### config.mk
export PLATFORM = sky130hd
export DESIGN_NAME = exc_pipe_tracker
export DESIGN_NICKNAME = d
export VERILOG_FILES = /design/src/rtl/exc_pipe_tracker.sv
export SDC_FILE = /design/constraint.sdc
export NUM_CORES = 1
export LEC_CHECK = 0
export CORE_ASPECT_RATIO = 0.7
export CORE_MARGIN = 5
export CORE_UTILIZATION = 41
export CTS_CLUSTER_SIZE = 25
export DETAILED_ROUTE_END_ITERATION = 8
export PLACE_DENSITY = 0.73
export REMOVE_ABC_BUFFERS = 1
export SLEW_MARGIN = 5
export SYNTH_ARGS = -nofsm -noshare
export SYNTH_HDL_FRONTEND = slang
export SYNTH_SLANG_ARGS = --single-unit
### constraint.sdc
create_clock -name clk -period 4.6 [get_ports clk]
set_input_delay 0.46 -clock clk [delete_from_list [all_inputs] [get_ports clk]]
set_output_delay 0.46 -clock clk [all_outputs]
set_load 0.03 [all_outputs]
### src/rtl/exc_pipe_tracker.sv
// exc_pipe_tracker
//   Carries exception-tracking state for each instruction alongside the main
//   pipeline (D -> E -> M). The state is the PC, the delay-slot bit and the
//   exception flags, and at M also the faulting address. The M-stage view is
//   handed to CP0 and used to suppress memory access and writeback.
//
// Ports
//   clk, rst                      clock, synchronous active-high reset
//   stallF/D/E/M                  hold the corresponding stage register
//   flushD/E/M                    hazard flush, stage becomes a bubble
//   flush_exception               exception/eret at M, flushes D, E and M
//   pcF                           fetch PC
//   riD, syscallD, breakD, eretD  decode-stage exception sources
//   is_branchD                    D instruction is a branch/jump
//   overflowE, trapE              execute-stage exception sources
//   mem_readE, mem_writeE         load/store in E
//   mem_sizeE                     0 byte, 1 half, 2/3 word
//   aluoutE                       effective address / ALU result
//   pcM, in_dsM, validM           M-stage instruction info
//   exc_flagsM                    {addrErrSw, addrErrLw, trap, ovf, eret,
//                                  break, syscall, ri, pcError}
//   badaddrM                      BadVAddr candidate
//   kill_memM                     suppress memory access and writeback
module exc_pipe_tracker (
  input  logic        clk,
  input  logic        rst,
  input  logic        stallF,
  input  logic        stallD,
  input  logic        stallE,
  input  logic        stallM,
  input  logic        flushD,
  input  logic        flushE,
  input  logic        flushM,
  input  logic        flush_exception,
  input  logic [31:0] pcF,
  input  logic        riD,
  input  logic        syscallD,
  input  logic        breakD,
  input  logic        eretD,
  input  logic        is_branchD,
  input  logic        overflowE,
  input  logic        trapE,
  input  logic        mem_readE,
  input  logic        mem_writeE,
  input  logic [1:0]  mem_sizeE,
  input  logic [31:0] aluoutE,
  output logic [31:0] pcM,
  output logic        in_dsM,
  output logic        validM,
  output logic [8:0]  exc_flagsM,
  output logic [31:0] badaddrM,
  output logic        kill_memM
);

  // D and E only carry the flag bits that can be set by then, and no
  // badaddr: upper flags are always zero before M, and badaddr is formed
  // at the E->M transfer.
  logic        r_d_valid;
  logic [31:0] r_d_pc;
  logic        r_d_ds;
  logic        r_d_flags;

  logic        r_e_valid;
  logic [31:0] r_e_pc;
  logic        r_e_ds;
  logic [4:0]  r_e_flags;

  logic        r_m_valid;
  logic [31:0] r_m_pc;
  logic        r_m_ds;
  logic [8:0]  r_m_flags;
  logic [31:0] r_m_bad;

  logic        w_pc_err;
  logic [3:0]  w_d_new;
  logic        w_mis;
  logic        w_lw_err;
  logic        w_sw_err;
  logic [3:0]  w_e_new;

  assign w_pc_err = |pcF[1:0];
  assign w_d_new  = r_d_valid ? {eretD, breakD, syscallD, riD} : '0;

  always_comb begin
    w_mis = 1'b0;
    case (mem_sizeE)
      2'd0:    w_mis = 1'b0;
      2'd1:    w_mis = aluoutE[0];
      default: w_mis = |aluoutE[1:0];
    endcase
  end

  assign w_lw_err = mem_readE & w_mis;
  assign w_sw_err = mem_writeE & w_mis & ~mem_readE;

  // Earlier-stage exceptions take precedence, so E detection is masked.
  assign w_e_new = (r_e_valid && (r_e_flags == 5'd0))
                   ? {w_sw_err, w_lw_err, trapE, overflowE} : '0;

  always_ff @(posedge clk) begin
    if (rst || flushD || flush_exception) begin
      r_d_valid <= 1'b0;
      r_d_pc    <= '0;
      r_d_ds    <= 1'b0;
      r_d_flags <= 1'b0;
    end else if (stallD) begin
      r_d_valid <= r_d_valid;
    end else if (stallF) begin
      r_d_valid <= 1'b0;
      r_d_pc    <= '0;
      r_d_ds    <= 1'b0;
      r_d_flags <= 1'b0;
    end else begin
      r_d_valid <= 1'b1;
      r_d_pc    <= pcF;
      // The incoming instruction is a delay slot if the one leaving D branches.
      r_d_ds    <= r_d_valid & is_branchD;
      r_d_flags <= w_pc_err;
    end
  end

  always_ff @(posedge clk) begin
    if (rst || flushE || flush_exception) begin
      r_e_valid <= 1'b0;
      r_e_pc    <= '0;
      r_e_ds    <= 1'b0;
      r_e_flags <= '0;
    end else if (stallE) begin
      r_e_valid <= r_e_valid;
    end else if (stallD) begin
      r_e_valid <= 1'b0;
      r_e_pc    <= '0;
      r_e_ds    <= 1'b0;
      r_e_flags <= '0;
    end else begin
      r_e_valid <= r_d_valid;
      r_e_pc    <= r_d_pc;
      r_e_ds    <= r_d_ds;
      r_e_flags <= {w_d_new, r_d_flags & r_d_valid};
    end
  end

  always_ff @(posedge clk) begin
    if (rst || flushM || flush_exception) begin
      r_m_valid <= 1'b0;
      r_m_pc    <= '0;
      r_m_ds    <= 1'b0;
      r_m_flags <= '0;
      r_m_bad   <= '0;
    end else if (stallM) begin
      r_m_valid <= r_m_valid;
    end else if (stallE) begin
      r_m_valid <= 1'b0;
      r_m_pc    <= '0;
      r_m_ds    <= 1'b0;
      r_m_flags <= '0;
      r_m_bad   <= '0;
    end else begin
      r_m_valid <= r_e_valid;
      r_m_pc    <= r_e_pc;
      r_m_ds    <= r_e_ds;
      r_m_flags <= {w_e_new, r_e_flags};
      r_m_bad   <= r_e_flags[0] ? r_e_pc : aluoutE;
    end
  end

  assign pcM        = r_m_pc;
  assign in_dsM     = r_m_ds;
  assign validM     = r_m_valid;
  assign exc_flagsM = r_m_flags;
  assign badaddrM   = r_m_bad;
  assign kill_memM  = r_m_valid & (|r_m_flags);

endmodule

* Yosys cells after proc, flatten, opt, wreduce, memory -nomap -nowiden
Index checks and enable logic that the tools add are counted.
** Storage, ports and cells
- Register bits :: 149
- Input port bits :: 85
- Bits in writable memories :: 0
- ROM bits :: 0
- Memories kept :: 0
- Word-level logic and storage cells :: 50
- Output and inout bits :: 76
- Latch bits :: 0
** Cells by class
- Shift-type cells :: 0
- Reductions and logical operators :: 12
- Order comparisons :: 0
- Div/mod/pow operators :: 0
- Multipliers :: 0
- Bitwise gates (word level) :: 7
- Add/sub/neg operators :: 0
- Eq/ne operators :: 1
- Muxes and demuxes :: 17
** Operator list (number)
- 32-bit two-way mux :: 5
- 9-bit two-way mux :: 1
- 9-bit OR reduction :: 1
- 4-bit two-way mux :: 2
- 1-bit two-way mux :: 7
- 1-bit bitwise AND :: 6
- 1-bit logical OR :: 6
- 5-bit logical NOT :: 1
- 5-bit two-way mux :: 1
- 2-bit OR reduction :: 2
- 2-bit by 1-bit == test with 1-bit output (second input constant) :: 1
- 2-bit logical NOT :: 1
- 1-bit one-hot mux with 2 select lines :: 1
- 1-bit logical AND :: 1
- 1-bit inverter :: 1

* Logic depth before layout (Yosys ltp)
- Depth after elaboration :: 6
- Depth in mapped cells :: 6
- Gate-level depth less buffers :: 3

* Worst setup path after synthesis
Ideal clock, no wire load.
- Path kind :: register to output
- From :: register r_m_flags[4], in the netlist exc_flagsM[4]
- To :: output port kill_memM
- Stages on the path, launching flop included :: 3
- Data required time :: 4140 ps
- Arrival time :: 1195 ps
- Path slack :: 2945 ps
- Buffers on the path :: 0
- Cells stage by stage :: dfxtp_1 nor4_1 a31oi_1
** Between the ends
- Longest elaborated chain between the ends :: 2
** RTL lines
- start, declared :: line 71 : logic [8:0] r_m_flags;
- start signal, assigned :: line 162 : r_m_flags <= {w_e_new, r_e_flags};
- 9-bit OR reduction :: line 172 : assign kill_memM = r_m_valid & (|r_m_flags);
- 1-bit bitwise AND :: line 172
- end, declared :: line 52 : output logic kill_memM
Every way passes these cells.

* Worst setup path in the final report
Same ends and word-level chain as after synthesis.

==> results by group <==
STA
  – FMAX: 414 MHz
  – Final period util: 0.525
  – # setup viols final: 0
  – Final Hold Viols: 0
  – Skew final: 0.0106 ns
  – Min Hold Slack: 0.465 ns
  – Final setup TNS: 0 ns
  – Tmin final: between 2 and 2.5 ns
  – Worst-margin pin slew: roughly 1.1 ns
  – Unrepaired setup endpoints after global routing: false
  – Slew headroom: 0.283
  – Pins Over Slew Limit: 0

Flow run
  – Max cap viols: 0

Synthesis
  – Synth Warn #: 0
  – Simple-Gate Fraction of Synth Area: 0.143
  – Synth Area per Inst: about 9.6 um^2
  – Mux cell area share after synthesis: 0.0683
  – Synth Area in Compound Gates: 0.200
  – Synth cell types: 26
  – Xor/xnor share of the synthesized area: 0
  – Cell Area, Synth: between 5000 and 6000 um^2
  – Seq cells post-synth: ~150
  – Register area share after synthesis: 0.550
  – Gate Count Post-Synth: roughly 570
  – Largest family of logic cells by synthesized area: compound AO/OA/AOI/OAI gates
  – Synth Area in Adders: 0

Place
  – Post-DP HPWL: 10100 um
  – Port Buf Inserts: 160
  – RD Place Congestion: 0.758

GRT
  – Initial antenna violation count: 0
  – Overflow after GRT: 0
  – Total Routing Usage GR: 0.193
  – First-pass GRT wire length: ~25000 um
  – Pin count of the biggest net entering global routing: 55
  – Number of global-route vias before repair: 4822

Route
  – DR vias/cell: about 5.5
  – Initial DRC count: 355
  – DRT antenna net count: 0
  – DRT Pass-1 Iters: 6
  – Wire per inst: 17.3 um
  – Post-route DRC: 0
  – Vias: around 4800
  – Final wirelength: 15200 um

Cells and area
  – Synth-to-Final Area Change: 42.5%
  – Layout cells sized above 1: 0.109
  – Diode count: 0
  – Final net count: 785

Worst setup path
  – Delay-heaviest family, CP: buffers and inverters
  – Cells along the critical path: nor4_1, a31oi_1, clkdlybuf4s50_1
  – Arr. time, crit path: 1.96 ns
  – Worst Path Buf+Inv: 1
  – Critical path class: reg2out
  – Required time worst endpoint: 4.14 ns
  – Register-to-Register Path Depth: 3
  – Critical path depth: 3
  – CP endpoint kind: primary output
  – Worst Path Max Fanout: 3
  – Crit-path max cell delay: between 0.6 and 0.7 ns
  – CP Launch Type: flip-flop
  – Slowest-stage cell, CP: clkdlybuf4s50_1

Worst hold path
  – Hold path depth: 2
  – Min-delay worst type: reg2reg

Run status
  – Status: completed

Floorplanning
  – FP Rows: 35
  – Die height: 106 um
  – IO Count: 161
  – Starting Density: 0.416
  – Die ar.: about 16000 um^2
  – Core ar.: 13100 um^2
  – Die X: between 100 and 150 um

CTS
  – Clock transition at the registers of the reported paths: 0.06 ns
  – TritonCTS Buffers: 17
  – Hold Buf Count CTS: 0
  – Post-CTS Setup Bufs: 0
  – Skew-Pair Late Insertion Delay: 0.41 ns
  – H-tree level count: 4
  – Clock buffer depth: 2
  – Root Driver: clkbuf_16
  – CTS sink count: 149
  – Resized Gates After CTS: 0
  – CTS tree: yes

Power
  – Worst vdd ir: 0.301 mV
  – Power per Cell Area: 389 nW/um^2
  – Static Leak: 0.00254 uW
## through the flow
| step | total power [uW] | cell area, um^2 | worst slack (ns) | utilization | instances |
|---|---|---|---|---|---|
| 4_1_cts | 3020 | 7730 | 2.19 | 0.592 | 879 |
| 5_1_grt | 3100 | 7730 | 2.12 | 0.592 | 879 |
| 3_5_place_dp | 1520 | 7080 | 2.10 | 0.543 | 847 |
| 6_report | 3010 | 7730 | 2.18 | 0.592 | 879 |
| 2_1_floorplan | 1390 | 5220 | 1.69 | - | 515 |
| 3_3_place_gp | 1520 | 7080 | 2.13 | 0.543 | 847 |
## cells by family (layout without fill, tap and decap cells)
group,count (synthesis),after routing
AOI/OAI and AO/OA,150,150
buffers and inverters,55,201
DFF,149,149
muxes,33,33
and+or+nand+nor,180,180
## path summary, 6_finish.rpt
check | slack [ns] | to | from
worst min-delay path | 0.47 | r_d_flags$_SDFFE_PP0N_ | r_d_flags$_SDFFE_PP0N_
worst max-delay path | 2.18 | kill_memM | exc_flagsM[4]$_SDFFE_PP0N_
worst max register to register | 2.56 | exc_flagsM[8]$_SDFFE_PP0N_ | r_e_flags[0]$_SDFFE_PP0N_
worst min register to register | 0.47 | r_d_flags$_SDFFE_PP0N_ | r_d_flags$_SDFFE_PP0N_
## worst register-to-register path, cell delays in order, from the launching register on
cell and delay [ns]:
dfxtp_2 0.60, or4_4 0.69, or4_4 0.53, o21ai_1 0.15
## Yosys cell counts (all sizes together)
master,count,share of area
dfxtp,149,0.55
nor2,144,0.10
a22oi,127,0.18
clkbuf,46,0.032
mux2,32,0.066
a21oi,17,0.016
nor3b,8,0.011
nand2,7,0.0048
buf,6,0.0055
nand3b,5,0.0069
or3,4,0.0046
inv,3,0.0021
or4,3,0.0055
a32o,2,0.0037
nand3,2,0.0018
nor3,2,0.0018
nor4,2,0.0023
o21ai,2,0.0018
a31oi,1,0.0012
a32oi,1,0.0016
mux2i,1,0.0018
nand4,1,0.0012
nor2b,1,0.0012
or3b,1,0.0016
## placed cells by master, fill, tap and decap left out, types with 5 or more instances in the layout
cell | synthesis | final
a21oi_1 | 17 | 17
a22oi_1 | 127 | 127
buf_4 | 0 | 6
bufinv_16 | 0 | 5
clkbuf_16 | 0 | 17
clkdlybuf4s50_1 | 0 | 157
dfxtp_1 | 149 | 148
mux2_2 | 32 | 32
nand2_1 | 7 | 7
nand3b_1 | 5 | 5
nor2_1 | 144 | 141
nor3b_1 | 8 | 8
## layout make-up
| cell class | count | area [um^2] |
|---|---|---|
| multi-input combinational | 363 | 2250 |
| fill | 1088 | 5320 |
| sequential | 149 | 2980 |
| clock buffer | 20 | 447 |
| tap | 166 | 208 |
| clock inverter | 12 | 200 |
| inverter | 3 | 11.3 |
| timing repair buffer | 166 | 1630 |
## where the power goes
| part | total, uW | internal, uW | switching, uW | leakage (uW) |
|---|---|---|---|---|
| clock | 1510 | 978 | 531 | 0.000307 |
| combinational | 195 | 97.1 | 97.7 | 0.00103 |
| sequential | 1300 | 1300 | 3.60 | 0.00120 |
## flip-flops by register name, indices dropped and copies added, names as in the netlist, 5 cells and up
signal	flops
r_e_pc	32
pcM	32
exc_flagsM	9
badaddrM	32
r_e_flags	5
r_d_pc	32
## metal layers
| layer | global-route usage | vias to the layer above | part of all wire |
|---|---|---|---|
| met3 | 0.0677 | 12 | 0.080 |
| met1 | 0.249 | 2325 | 0.45 |
| met5 | 0 | - | 0 |
| li1 | - | 2296 | - |
| met4 | 0.0479 | 0 | 0.0071 |
| met2 | 0.311 | 183 | 0.47 |
Note: power is estimated with default switching activity, not from simulation.
